==> src/rtl/hex_scan_pkg.sv <==
// Shared types and defaults for the hex 7-segment scan driver.
package hex_scan_pkg;

    typedef enum logic {
        GUARD = 1'b0,
        DRIVE = 1'b1
    } state_t;

    localparam int DEF_DIGITS    = 4;
    localparam int DEF_SCAN_DIV  = 50000;
    localparam int DEF_GUARD_CYC = 16;

    // Pin level for one anode line given whether it should conduct.
    function automatic logic anode_level(input logic on, input logic active_low);
        return on ^ active_low;
    endfunction

endpackage

==> src/rtl/hex_scan_timer.sv <==
// Per-slot cycle counter with guard-end and slot-end pulses.
module hex_scan_timer
    import hex_scan_pkg::*;
#(
    parameter int SCAN_DIV  = DEF_SCAN_DIV,
    parameter int GUARD_CYC = DEF_GUARD_CYC
) (
    input  logic clk,
    input  logic rst,
    output logic guard_end,
    output logic slot_end
);

    localparam int CW = $clog2(SCAN_DIV);

    logic [CW-1:0] cnt;

    assign guard_end = (cnt == CW'(GUARD_CYC - 1));
    assign slot_end  = (cnt == CW'(SCAN_DIV - 1));

    always_ff @(posedge clk) begin
        if (rst) begin
            cnt <= '0;
        end else if (slot_end) begin
            cnt <= '0;
        end else begin
            cnt <= cnt + 1'b1;
        end
    end

endmodule

==> src/rtl/hex_scan_driver.sv <==
// Time-multiplexed hex scanner with frame-boundary load handshake.
// Define HEX_SCAN_LZB_EN to enable leading-zero blanking.
module hex_scan_driver
    import hex_scan_pkg::*;
#(
    parameter int DIGITS           = DEF_DIGITS,
    parameter int SCAN_DIV         = DEF_SCAN_DIV,
    parameter int GUARD_CYC        = DEF_GUARD_CYC,
    parameter int ANODE_ACTIVE_LOW = 1
) (
    input  logic                       I_CLK,
    input  logic                       I_RST,
    input  logic [4*DIGITS-1:0]        I_VALUE,
    input  logic                       I_LOAD,
    output logic                       O_READY,
    output logic [3:0]                 O_CODE,
    output logic                       O_BLANK,
    output logic [DIGITS-1:0]          O_ANODE,
    output logic [$clog2(DIGITS)-1:0]  O_DIGIT_IDX
);

    localparam int IW = $clog2(DIGITS);
    localparam logic [IW-1:0] LAST = IW'(DIGITS - 1);
    localparam logic ACT_LOW = (ANODE_ACTIVE_LOW != 0);

    state_t              state;
    logic [IW-1:0]       idx;
    logic [IW-1:0]       idx_nxt;
    logic [4*DIGITS-1:0] active;
    logic [4*DIGITS-1:0] shadow;
    logic [4*DIGITS-1:0] next_val;
    logic                pending;
    logic                guard_end;
    logic                slot_end;
    logic                boundary;
    logic                lzb_blank;
    logic [3:0]          code_nxt;
    logic [DIGITS-1:0]   drive_anode;
    logic [DIGITS-1:0]   off_anode;

    hex_scan_timer #(
        .SCAN_DIV  (SCAN_DIV),
        .GUARD_CYC (GUARD_CYC)
    ) u_timer (
        .clk       (I_CLK),
        .rst       (I_RST),
        .guard_end (guard_end),
        .slot_end  (slot_end)
    );

    assign boundary = slot_end && (idx == LAST);
    assign idx_nxt  = (idx == LAST) ? '0 : idx + 1'b1;
    // The first slot of a new frame must already show the transferred value.
    assign next_val = (boundary && pending) ? shadow : active;
    assign code_nxt = 4'(next_val >> {idx_nxt, 2'b00});

`ifdef HEX_SCAN_LZB_EN
    assign lzb_blank = (idx != '0) && ((active >> {idx, 2'b00}) == '0);
`else
    assign lzb_blank = 1'b0;
`endif

    always_comb begin
        drive_anode = '0;
        off_anode   = '0;
        for (int i = 0; i < DIGITS; i++) begin
            off_anode[i]   = anode_level(1'b0, ACT_LOW);
            drive_anode[i] = anode_level((i == int'(idx)) && !lzb_blank, ACT_LOW);
        end
    end

    assign O_DIGIT_IDX = idx;

    always_ff @(posedge I_CLK) begin
        if (I_RST) begin
            state   <= GUARD;
            idx     <= '0;
            active  <= '0;
            shadow  <= '0;
            pending <= 1'b0;
            O_READY <= 1'b1;
            O_CODE  <= '0;
            O_BLANK <= 1'b1;
            O_ANODE <= off_anode;
        end else begin
            if (I_LOAD && !pending) begin
                shadow  <= I_VALUE;
                pending <= 1'b1;
                O_READY <= 1'b0;
            end
            unique case (state)
                GUARD: begin
                    if (guard_end) begin
                        state   <= DRIVE;
                        O_ANODE <= drive_anode;
                        O_BLANK <= lzb_blank;
                    end
                end
                DRIVE: begin
                    if (slot_end) begin
                        state   <= GUARD;
                        idx     <= idx_nxt;
                        O_CODE  <= code_nxt;
                        O_ANODE <= off_anode;
                        O_BLANK <= 1'b1;
                        if (boundary && pending) begin
                            active  <= shadow;
                            pending <= 1'b0;
                            O_READY <= 1'b1;
                        end
                    end
                end
                default: state <= GUARD;
            endcase
        end
    end

endmodule

==> config.mk <==
export PLATFORM = sky130hd
export DESIGN_NAME = hex_scan_driver
export DESIGN_NICKNAME = d
export VERILOG_FILES = /design/src/rtl/hex_scan_pkg.sv /design/src/rtl/hex_scan_timer.sv /design/src/rtl/hex_scan_driver.sv
export SDC_FILE = /design/constraint.sdc
export NUM_CORES = 1
export LEC_CHECK = 0
export CORE_MARGIN = 4
export CORE_UTILIZATION = 50
export DETAILED_ROUTE_END_ITERATION = 6
export DONT_BUFFER_PORTS = 1
export GPL_TIMING_DRIVEN = 0
export PLACE_DENSITY = 0.76
export SLEW_MARGIN = 30
export SYNTH_ARGS = -nofsm -noshare
export SYNTH_HDL_FRONTEND = slang
export SYNTH_SLANG_ARGS = --single-unit
export TNS_END_PERCENT = 50
==> constraint.sdc <==
create_clock -name I_CLK -period 3.7 [get_ports I_CLK]
set_input_delay 0.74 -clock I_CLK [delete_from_list [all_inputs] [get_ports I_CLK]]
set_output_delay 0.74 -clock I_CLK [all_outputs]
set_load 0.05 [all_outputs]
Word level (Yosys, flattened, before mapping)
Index checks and enable logic that the tools add are counted.
Widths: inputs -> output; s select.
- register bits: 62
- bits in latches: 0
- RAM bits: 0
- bits in read-only memories: 0
- input port bits: 19
- output and inout bits: 12
- logic and storage cells: 53
- memories: 0
- add/sub/neg operators: 2
- $mul: 0
- divide/modulo/power cells: 0
- magnitude comparators: 0
- eq/ne operators: 8
- shift-type cells: 1
- muxes and demuxes: 19
- bitwise operators: 5
- reductions and logical operators: 8
- operators by type and width (operator ; number):
    $add 16x1->16 const B ; 1
    $eq 16x16->1 const B ; 1
    $eq 16x4->1 const B ; 1
    $mux 16 ; 1
    $shr 16x4->4 ; 1
    $mux 1 ; 12
    $mux 4 ; 2
    $pmux 4 s2 ; 1
    $not 1->1 ; 5
    $eq 2x2->1 const A ; 2
    $pmux 1 s2 ; 2
    $reduce_and 2->1 ; 2
    $logic_and 1x1->1 ; 3
    $add 2x1->2 const B ; 1
    $eq 1x2->1 const A ; 1
    $eq 2x2->1 const B ; 1
    $logic_not 2->1 ; 1
    $mux 2 ; 1
    $ne 2x1->1 const B ; 1
    $ne 2x2->1 const B ; 1
    $reduce_or 2->1 ; 1
    $logic_not 1->1 ; 1

Logic depth before layout (Yosys ltp)
Gate-level depths: netlist of run 1.
- depth after elaboration: 6
- gate-level depth with buffers: 8
- depth with buffers taken out: 6

Cells and area by module
Synthesis of run 1 repeated with hierarchy kept, for this count alone.
- cells, all modules: 332
- area total of the unflattened synthesis: 2657.5 µm²
- modules (own cells, without submodules) (module ; times used ; cells each ; area an instance (µm²) ; sequential area each (µm²)):
    hex_scan_driver ; 1 ; 247 ; 1931.9 ; 920.9
    hex_scan_timer ; 1 ; 85 ; 725.7 ; 320.3

Least setup slack after synthesis of run 1
OpenSTA, ideal clock, no wires.
- path kind: reg-to-reg
- start point: reg idx[0] (netlist: O_DIGIT_IDX[0])
- end point: reg O_CODE[2]
- setup time: 0.124 ns
- data arrival time: 2.101 ns
- data required time: 3.576 ns
- path slack: 1.475 ns
- stages on the path, launching flop included: 8
- buffers on the path: 2
- period minus slack after synthesis: 2.225 ns
- path through: dfxtp_1 > ha_1 > clkbuf_1 > nand2_1 > clkbuf_1 > or3_1 > a31oi_1 > o31ai_1
- cells in the longest elaborated chain, start to end: 5
- elaborated cells between the ends (all ways): 7
- classes of those cells: add/sub: 1; eq/ne: 1; shift: 1; mux: 2; reduce/logical: 2
- RTL lines (item ; line ; source):
    from (decl) ; hex_scan_driver.sv:27 ; logic [IW-1:0] idx;
    from (signal assigned) ; hex_scan_driver.sv:102 ; idx <= idx_nxt;
    $eq 2x2->1 ; hex_scan_driver.sv:51, hex_scan_driver.sv:52 ;
    $logic_and 1x1->1 ; hex_scan_driver.sv:51 ; assign boundary = slot_end && (idx == LAST);
    $logic_and 1x1->1 ; hex_scan_driver.sv:54 ; assign next_val = (boundary && pending) ? shadow : active;
    $mux 16 ; - ;
    $shr 16x4->4 (*) ; hex_scan_driver.sv:55 ; assign code_nxt = 4'(next_val >> {idx_nxt, 2'b00});
    to (signal assigned) ; hex_scan_driver.sv:103 ; O_CODE <= code_nxt;
    to (decl) ; hex_scan_driver.sv:16 ; output logic [3:0] O_CODE,
Mark *: on every way between the ends. The rest lies on a longest branch, timed or not.
A chain may end at the register's enable or synchronous reset.

Worst setup path in the final report of run 1
Same ends and word-level chain as after synthesis.

==> qor.txt, run 1 <==
Share of cells above drive strength 1 - 0.0831
Cells after Synth - 321
TritonRoute pass-1 iters - 4
Actual slew at the worst max-slew pin - 829 ps
Pwr/cell area - 474 nW/µm²
Area contributors post-synth - dfxtp_1 47%, nand2_1 9.9%, a21oi_1 6.4%, nor2_1 3.8%, mux2i_1 3.4%
Status - completed
Critical Path Sink Type - flip-flop
Top FF cell, synth - dfxtp_1
# diodes - 0
Rows - 26
Fillers - 505
Yosys cell types - 39
Largest net degree at the start of global routing - 14
Via count - 2,216
Maximum vdd drop - 0.000347 V
Syn nets - 345
Count of pins over their slew limit - 0
Detailed Route Iter0 Violations - 134
Syn. warnings - 0
Global Route Usage Sum - 0.200
Synth Register Bits - 62
Worst EP required - 3940 ps
Die H - 81.0 µm
Core footprint - 5140 µm²
Root Driver - clkbuf_8
Combined area of the multi-input logic cells - 1320 µm²
Vias per inst - 5.44
TNS Setup - 0 ps
RSZ-0062 raised after global routing - false
Synth top area share - 0.466
Resized cells post-CTS - 0
Max Root-Sink Buffers - 2
Asr flop ratio synth - 0
Fin Clk Skew - 7.16 ps
Type of the tightest min-delay check - flip-flop to flip-flop
Final setup violation count - 0
Synth-to-layout area growth - 11.8%
Max Fclk - 369 MHz
Crit Path Category - flip-flop to flip-flop
Overflow after GRT - 0
Routed Antenna Nets - 0
GP Congestion - 0.842
Initial core utilization - 0.518
CTS H-Tree Depth - 3
Leak - 1.11 nW
Commonest non-fill, non-tap cell in the layout - nand2_1
Initial antenna violation count - 0
Sequential cell area - 1240 µm²
Worst-path fanout max - 10
Core Util, Final - 0.579
Clock Pin Slew Worst Setup and Hold Paths - 70 ps
Skew-Pair Late Insertion Delay - 350 ps
Mapped Area - 2660 µm²
Hold_buf cts - 0
Die width - 81.0 µm
Syn avg cell area - 8.30 µm²
Final worst path period need - 2710 ps
Fin crit share - 0.732
DPL Wire Length - 4230 µm
Number of buffers created by CTS - 9
Routed wire length - 5740 µm
Io pins - 31
Routed WL per cell - 14.1 µm
Sequential cell area fraction in the yosys report - 0.466
# Post-CTS Setup Buffers - 0
Arr. time, crit path - 2950 ps
Maxcap violations - 0
Final Hold Violating Endpoints - 0
EDFF count, synth - 0
Yosys top cell by area - dfxtp_1
Vias in the first global route - 2,122
Fin nets - 356
Startpoint Class - flip-flop
Die area - 6560 µm²
Port Buf Inserts - 0
# DRC - 0
First-pass GRT wire length - 10,000 µm
Most frequent cells in the layout - 70 x nand2_1, 62 x dfxtp_1, 34 x a21oi_1
CTS tree - done
CTS sink cnt - 62
Worst slew margin - 0.446
## registers in the layout, indices dropped and copies added, names as in the netlist
| signal | count |
|---|---|
| active | 16 |
| shadow | 16 |
| u_timer.cnt | 16 |
| O_ANODE | 4 |
| O_CODE | 4 |
| O_DIGIT_IDX | 2 |
| O_BLANK | 1 |
| O_READY | 1 |
| pending | 1 |
| state | 1 |
## area by class of cell
class	count	area share
clock buffer	9	0.0416
clock inverter	7	0.0345
inverter	4	0.00504
tap	70	0.0294
buffer	20	0.0307
sequential	62	0.417
multi-input combinational	235	0.442
## report_power, final
group	total, mW	internal, mW	switching [mW]
Clock	0.675	0.388	0.287
Combinational	0.0418	0.0146	0.0273
Sequential	0.695	0.681	0.0136
## worst max-delay path, cell delays in order, from the launching register on
cell and delay [ps]:
dfxtp_1 860, ha_1 260, clkbuf_1 350, nand2_1 240, clkbuf_1 270, or3_1 350
a31oi_1 180, o31ai_1 90
## kinds of logic after synthesis
logic type | share of synthesized area
AO/OA/AOI/OAI | 0.125
XOR/XNOR | 0.0460
adder cells (fa/ha/maj) | 0.0235
buffers and inverters | 0.0399
flip-flops | 0.466
multiplexers | 0.0338
AND/OR/NAND/NOR | 0.266
## final timing paths
| kind | to | cells past startpoint | slack [ps] | start |
|---|---|---|---|---|
| worst max-delay path | O_CODE[2]$_SDFFE_PP0P_ | 7 | 990 | O_DIGIT_IDX[0]$_SDFFE_PP0P_ |
| worst min-delay path | u_timer.cnt[0]$_SDFF_PP0_ | 1 | 440 | u_timer.cnt[0]$_SDFF_PP0_ |
| worst max register to register | O_CODE[2]$_SDFFE_PP0P_ | 7 | 990 | O_DIGIT_IDX[0]$_SDFFE_PP0P_ |
| worst min register to register | u_timer.cnt[0]$_SDFF_PP0_ | 1 | 440 | u_timer.cnt[0]$_SDFF_PP0_ |
## stage by stage
| stage | cell area, µm² | power (mW) | setup slack, ps | hold WS [ps] | instances |
|---|---|---|---|---|---|
| final | 2980 | 1.41 | 990 | 438 | 407 |
| after global routing | 2980 | 1.47 | 818 | 470 | 407 |
| after CTS | 2980 | 1.42 | 1010 | 441 | 407 |
| after detailed placement | 2750 | 0.753 | 1050 | 432 | 391 |
| after global placement | 2750 | 0.751 | 1100 | 424 | 391 |
| after floorplan | 2660 | 0.740 | 1470 | 413 | 321 |
## synth_stat cells, types with 2 or more instances
master and instances:
nand2_1 70, dfxtp_1 62, a21oi_1 34, nor2_1 27, clkbuf_1 14, mux2i_1 9
nor3_1 7, xnor2_1 7, xor2_1 7, and3_1 6, nand2b_1 6, ha_1 5
nand3_1 5, nand4_1 5, or3_1 5, a211oi_1 4, a31oi_1 4, buf_2 4
inv_1 4, nor3b_1 4, o21a_1 4, o21ai_0 4, o31ai_1 4, and3_2 2
and4_1 2, nor2b_1 2, nor4_1 2
## routing by layer
metal	share of wire	up-vias	track usage
met2	0.45	59	0.306
li1	-	1121	-
met4	0.013	0	0.0743
met3	0.068	8	0.0743
met5	0	-	0
met1	0.47	1028	0.257
Note: power is estimated with default switching activity, not from simulation.
==> inputs of run 2 (changes only) <==
- clock period: 3.7 -> 2.6 ns (I/O delays scaled with it)
==> qor.txt, run 2 (synthesized netlist as in run 1, its figures left out) <==
Status - completed
Worst slew margin - 0.627 (+0.181)
Die H - 81.0 µm (unchanged)
First-pass GRT wire length - 10,000 µm (unchanged)
Fin nets - 356 (unchanged)
CTS H-Tree Depth - 3 (unchanged)
Placed cell count - 391 (unchanged)
DPL Wire Length - 4230 µm (unchanged)
Worst EP required - 2830 ps (-1110 ps)
Commonest non-fill, non-tap cell in the layout - nand2_1
Final worst path period need - 2500 ps (-210 ps)
Die width - 81.0 µm (unchanged)
Max Root-Sink Buffers - 2 (unchanged)
Vias per inst - 5.44 (about the same)
Max Fclk - 400 MHz (+8.4%)
Reg2Reg Setup Slack - 100 ps (-890 ps)
Number of buffers created by CTS - 9 (unchanged)
CTS sink cnt - 62 (unchanged)
Final Hold Violating Endpoints - 0 (unchanged)
Maximum vdd drop - 0.000497 V (+43%)
R2r worst-path depth - 7 (unchanged)
Rows - 26 (unchanged)
Post-Layout Cell Count - 407 (unchanged)
Overflow after GRT - 0 (unchanged)
Arr. time, crit path - 2730 ps (-220 ps)
Pwr/cell area - 673 nW/µm² (+42%)
# diodes - 0 (unchanged)
Share of cells above drive strength 1 - 0.0950 (+0.0119)
Synth-to-layout area growth - 12.3%
Routed Antenna Nets - 0 (unchanged)
Port Buf Inserts - 0 (unchanged)
Die area - 6560 µm² (unchanged)
Count of pins over their slew limit - 0 (unchanged)
Leak - 1.11 nW (+0.11%)
Final setup violation count - 0 (unchanged)
Root Driver - clkbuf_8
Global Route Usage Sum - 0.200 (unchanged)
RSZ-0062 raised after global routing - false
Largest net degree at the start of global routing - 14 (unchanged)
Crit path launch - u_timer.cnt[5]$_SDFF_PP0_
Type of the tightest min-delay check - input pin to flip-flop
Skew-Pair Late Insertion Delay - 350 ps (about the same)
Worst-path fanout max - 10 (unchanged)
Final instance area - 2990 µm² (+0.46%)
Detailed Route Iter0 Violations - 169 (+26%)
Hold Worst Slack - 297 ps (-141 ps)
Clock Pin Slew Worst Setup and Hold Paths - 80 ps (about the same)
Top Registers - active (16), shadow (16), u_timer.cnt (16)
Critical Path Sink Type - flip-flop
Fin crit share - 0.962 (+0.229)
Most frequent cells in the layout - 70 x nand2_1, 60 x dfxtp_1, 34 x a21oi_1
CTS tree - done
Routed WL per cell - 14.3 µm (+1.6%)
Via count - 2,215 (-0.045%)
GP Congestion - 0.842 (unchanged)
# DRC - 0 (unchanged)
Initial core utilization - 0.518 (unchanged)
Worst setup path end - O_CODE[3]$_SDFFE_PP0P_
Hold_buf cts - 0 (unchanged)
Routed wire length - 5840 µm (+1.6%)
Maxcap violations - 0 (unchanged)
R2r startpoint - u_timer.cnt[5]$_SDFF_PP0_
Placed inst area - 2750 µm² (unchanged)
Initial antenna violation count - 0 (unchanged)
Fin Clk Skew - 8.13 ps (+0.967 ps)
Io pins - 31 (unchanged)
Crit Path Category - flip-flop to flip-flop
Fillers - 503 (-0.40%)
TritonRoute pass-1 iters - 4 (unchanged)
Core Util, Final - 0.582 (+0.00268)
Design Power - 2.01 mW (+43%)
Core footprint - 5140 µm² (unchanged)
Worst R2R End - O_CODE[3]$_SDFFE_PP0P_
Vias in the first global route - 2,122 (unchanged)
Startpoint Class - flip-flop
Actual slew at the worst max-slew pin - 558 ps (-271 ps)
# Post-CTS Setup Buffers - 0 (unchanged)
-- run 2: layer usage --
metal | track usage | up-vias | wire, µm
met3 | 0.0743 | 8 | 397
met2 | 0.306 | 53 | 2670
met1 | 0.257 | 1033 | 2690
met4 | 0.0743 | 0 | 72
met5 | 0 | - | 0
li1 | - | 1121 | -
-- run 2: stage by stage --
stage,worst slack [ps],TNS (ps)
floorplan,375,0
global placement,-2.42,-2.42
detailed placement,-46.6,-60.3
CTS,35.1,0
global route,17.7,0
finish,99.7,0
-- run 2: how the worst min path moves through the flow --
| stage | to | cells after the start | slack (ps) | from |
|---|---|---|---|---|
| 2_1_floorplan | u_timer.cnt[0]$_SDFF_PP0_ | 1 | 410 | u_timer.cnt[0]$_SDFF_PP0_ |
| 3_3_place_gp | u_timer.cnt[0]$_SDFF_PP0_ | 1 | 420 | u_timer.cnt[0]$_SDFF_PP0_ |
| 3_5_place_dp | u_timer.cnt[0]$_SDFF_PP0_ | 1 | 430 | u_timer.cnt[0]$_SDFF_PP0_ |
| 4_1_cts | shadow[11]$_SDFFE_PP0P_ | 2 | 290 | I_VALUE[11] |
| 5_1_grt | shadow[11]$_SDFFE_PP0P_ | 2 | 280 | I_VALUE[11] |
| 6_report | shadow[11]$_SDFFE_PP0P_ | 2 | 300 | I_VALUE[11] |
-- run 2: what timing repair did --
item / 4_1_cts / 5_1_grt
resized for setup: 1 / 3
pin swaps: 0 / 0
setup endpoints to repair: 4 / 15
gates cloned: 0 / 0
-- run 2: area by class of cell --
class	count	area, µm²	area share
flip-flops and latches	62	1240	0.416
clock buffers	9	124	0.0414
multi-input cells	235	1330	0.444
inverters	4	15.0	0.00502
plain buffers	20	91.3	0.0305
clock inverters	7	103	0.0343
well taps	70	87.6	0.0293
-- run 2: worst max-delay path, cell delays in order (launching register included) --
cell and delay (ps):
dfxtp_1 360, or4_4 570, or4_1 570, buf_2 190, buf_6 150, o21a_1 180, a211oi_1 250, o31ai_1 110
-- run 2: report_power, final --
part           switching (mW)  internal (mW)
clock network           0.413          0.552
registers              0.0196          0.969
logic                  0.0389         0.0207
total                   0.471           1.54
==> inputs of run 3 (changes only) <==
- REMOVE_ABC_BUFFERS: unset -> 1
- SLEW_MARGIN: 30 -> unset
- clock period: 2.6 -> 3.1 ns (I/O delays scaled with it)
==> qor.txt, run 3 (synthesized netlist as in run 1, its figures left out) <==
Commonest non-fill, non-tap cell in the layout - nand2_1
Sequential share of power - 0.503 (+0.012)
Logic pwr share - 0.022 (-0.008)
Worst slew margin - 0.278 (-0.350)
Critical Path Sink Type - flip-flop
Synth-to-layout area growth - 8.78%
GP Congestion - 0.901 (+7.0%)
Vias per inst - 5.39 (-0.93%)
Overflow after GRT - 0 (unchanged)
Top Registers - active (16), shadow (16), u_timer.cnt (16)
Placed inst area - 2670 µm² (-2.8%)
Combined area of the multi-input logic cells - 1320 µm² (-0.38%)
Port Buf Inserts - 0 (unchanged)
Most frequent cells in the layout - 70 x nand2_1, 62 x dfxtp_1, 34 x a21oi_1
Clock Pin Slew Worst Setup and Hold Paths - 70 ps (about the same)
Maxcap violations - 0 (unchanged)
Arr. time, crit path - 2930 ps (+200 ps)
Initial antenna violation count - 0 (unchanged)
CTS H-Tree Depth - 3 (unchanged)
Sequential cell area - 1240 µm² (-0.20%)
Psw - 342 µW (-27%)
Actual slew at the worst max-slew pin - 1080 ps (+523 ps)
Startpoint Class - flip-flop
CTS sink cnt - 62 (unchanged)
Fin Clk Skew - 9.12 ps (+0.991 ps)
Fin nets - 337 (-5.3%)
Via count - 2,092 (-5.6%)
# DRC - 0 (unchanged)
Resized cells post-CTS - 0 (-1)
Share of cells above drive strength 1 - 0.0723 (-0.0226)
CTS tree - done
Worst EP required - 3360 ps (+530 ps)
Type of the tightest min-delay check - input pin to flip-flop
First-pass GRT wire length - 8670 µm (-13%)
Number of buffers created by CTS - 9 (unchanged)
Final Hold Violating Endpoints - 0 (unchanged)
Routed WL per cell - 13.4 µm (-6.8%)
Largest net degree at the start of global routing - 51 (+37)
Worst-path fanout max - 14 (+4)
Design Power - 1.65 mW (-18%)
Global Route Usage Sum - 0.173 (-0.0271)
Crit Path Category - flip-flop to flip-flop
# diodes - 0 (unchanged)
Routed Antenna Nets - 0 (unchanged)
Max Fclk - 375 MHz (-6.3%)
Skew-Pair Late Insertion Delay - 340 ps (about the same)
Hold_buf cts - 0 (unchanged)
Rows - 26 (unchanged)
Switching Fraction - 0.208 (-0.0260)
Pwr/cell area - 568 nW/µm² (-16%)
Fin crit share - 0.861 (-0.100)
Initial core utilization - 0.518 (unchanged)
Root Driver - clkbuf_8
Final setup violation count - 0 (unchanged)
Final worst path period need - 2670 ps (+169 ps)
Final instance area - 2900 µm² (-3.1%)
Io pins - 31 (unchanged)
Vias in the first global route - 1,928 (-9.1%)
# Post-CTS Setup Buffers - 0 (unchanged)
Die width - 81.0 µm (unchanged)
Internal power - 1.30 mW (-15%)
Routed wire length - 5180 µm (-11%)
Clock share of power - 0.475 (-0.004)
Fillers - 510 (+1.4%)
RSZ-0062 raised after global routing - false
Die area - 6560 µm² (unchanged)
Core footprint - 5140 µm² (unchanged)
Maximum vdd drop - 0.000402 V (-19%)
Max Root-Sink Buffers - 2 (unchanged)
Status - completed
Count of pins over their slew limit - 0 (unchanged)
Die H - 81.0 µm (unchanged)
Leak - 1.07 nW (-3.5%)
DPL Wire Length - 3600 µm (-15%)
TritonRoute pass-1 iters - 4 (unchanged)
Detailed Route Iter0 Violations - 93 (-45%)
[run 3: cell types whose count changed in the layout (fill, tap and decap cells not counted), sizes merged]
cell,change
clkbuf,-12
buf,-5
inv,-4
clkinv,+3
clkinvlp,-1
[run 3: power groups by stage]
stage               logic (mW)  registers (mW)  clock network (mW)
floorplan               0.0298           0.843                   0
global placement        0.0349           0.846                   0
detailed placement      0.0364           0.846                   0
CTS                     0.0365           0.828               0.800
global route            0.0426           0.831               0.848
finish                  0.0356           0.828               0.782
[run 3: cell type report]
type / count / share of cell area
Clock buffer: 11 / 0.0488
Clock inverter: 5 / 0.0285
Sequential cell: 62 / 0.428
Multi-Input combinational cell: 235 / 0.456
Tap cell: 70 / 0.0302
Inverter: 4 / 0.00518
Timing Repair Buffer: 1 / 0.00259
[run 3: through the flow]
stage,hold slack [ps],setup WS (ps),instances,TNS (ps),utilization
finish,338,430,388,0,0.564
global route,315,234,388,0,0.564
CTS,325,452,388,0,0.564
detailed placement,438,461,372,0,0.520
global placement,425,-635,371,-11410,0.518
floorplan,413,285,301,0,-
[run 3: final timing paths]
path | startpoint | endpoint | slack (ps) | cells past startpoint
worst min register to register | active[3]$_SDFFE_PP0P_ | active[3]$_SDFFE_PP0P_ | 450 | 2
worst min-delay path | I_RST | shadow[5]$_SDFFE_PP0P_ | 340 | 1
worst max-delay path | O_DIGIT_IDX[0]$_SDFFE_PP0P_ | O_CODE[0]$_SDFFE_PP0P_ | 430 | 5
worst max register to register | O_DIGIT_IDX[0]$_SDFFE_PP0P_ | O_CODE[0]$_SDFFE_PP0P_ | 430 | 5
[run 3: critical path, cell delays in order, from the launching register on]
cell and delay [ps]:
dfxtp_1 820, ha_1 460, nand2_1 340, nor3_1 560
a211oi_1 170, o31ai_1 240
[run 3: per-layer routing]
| layer | vias up | global-route usage | share of wire |
|---|---|---|---|
| li1 | 1073 | - | - |
| met1 | 969 | 0.205 | 0.46 |
| met2 | 43 | 0.275 | 0.46 |
| met3 | 7 | 0.0809 | 0.069 |
| met4 | 0 | 0.0608 | 0.014 |
| met5 | - | 0 | 0 |
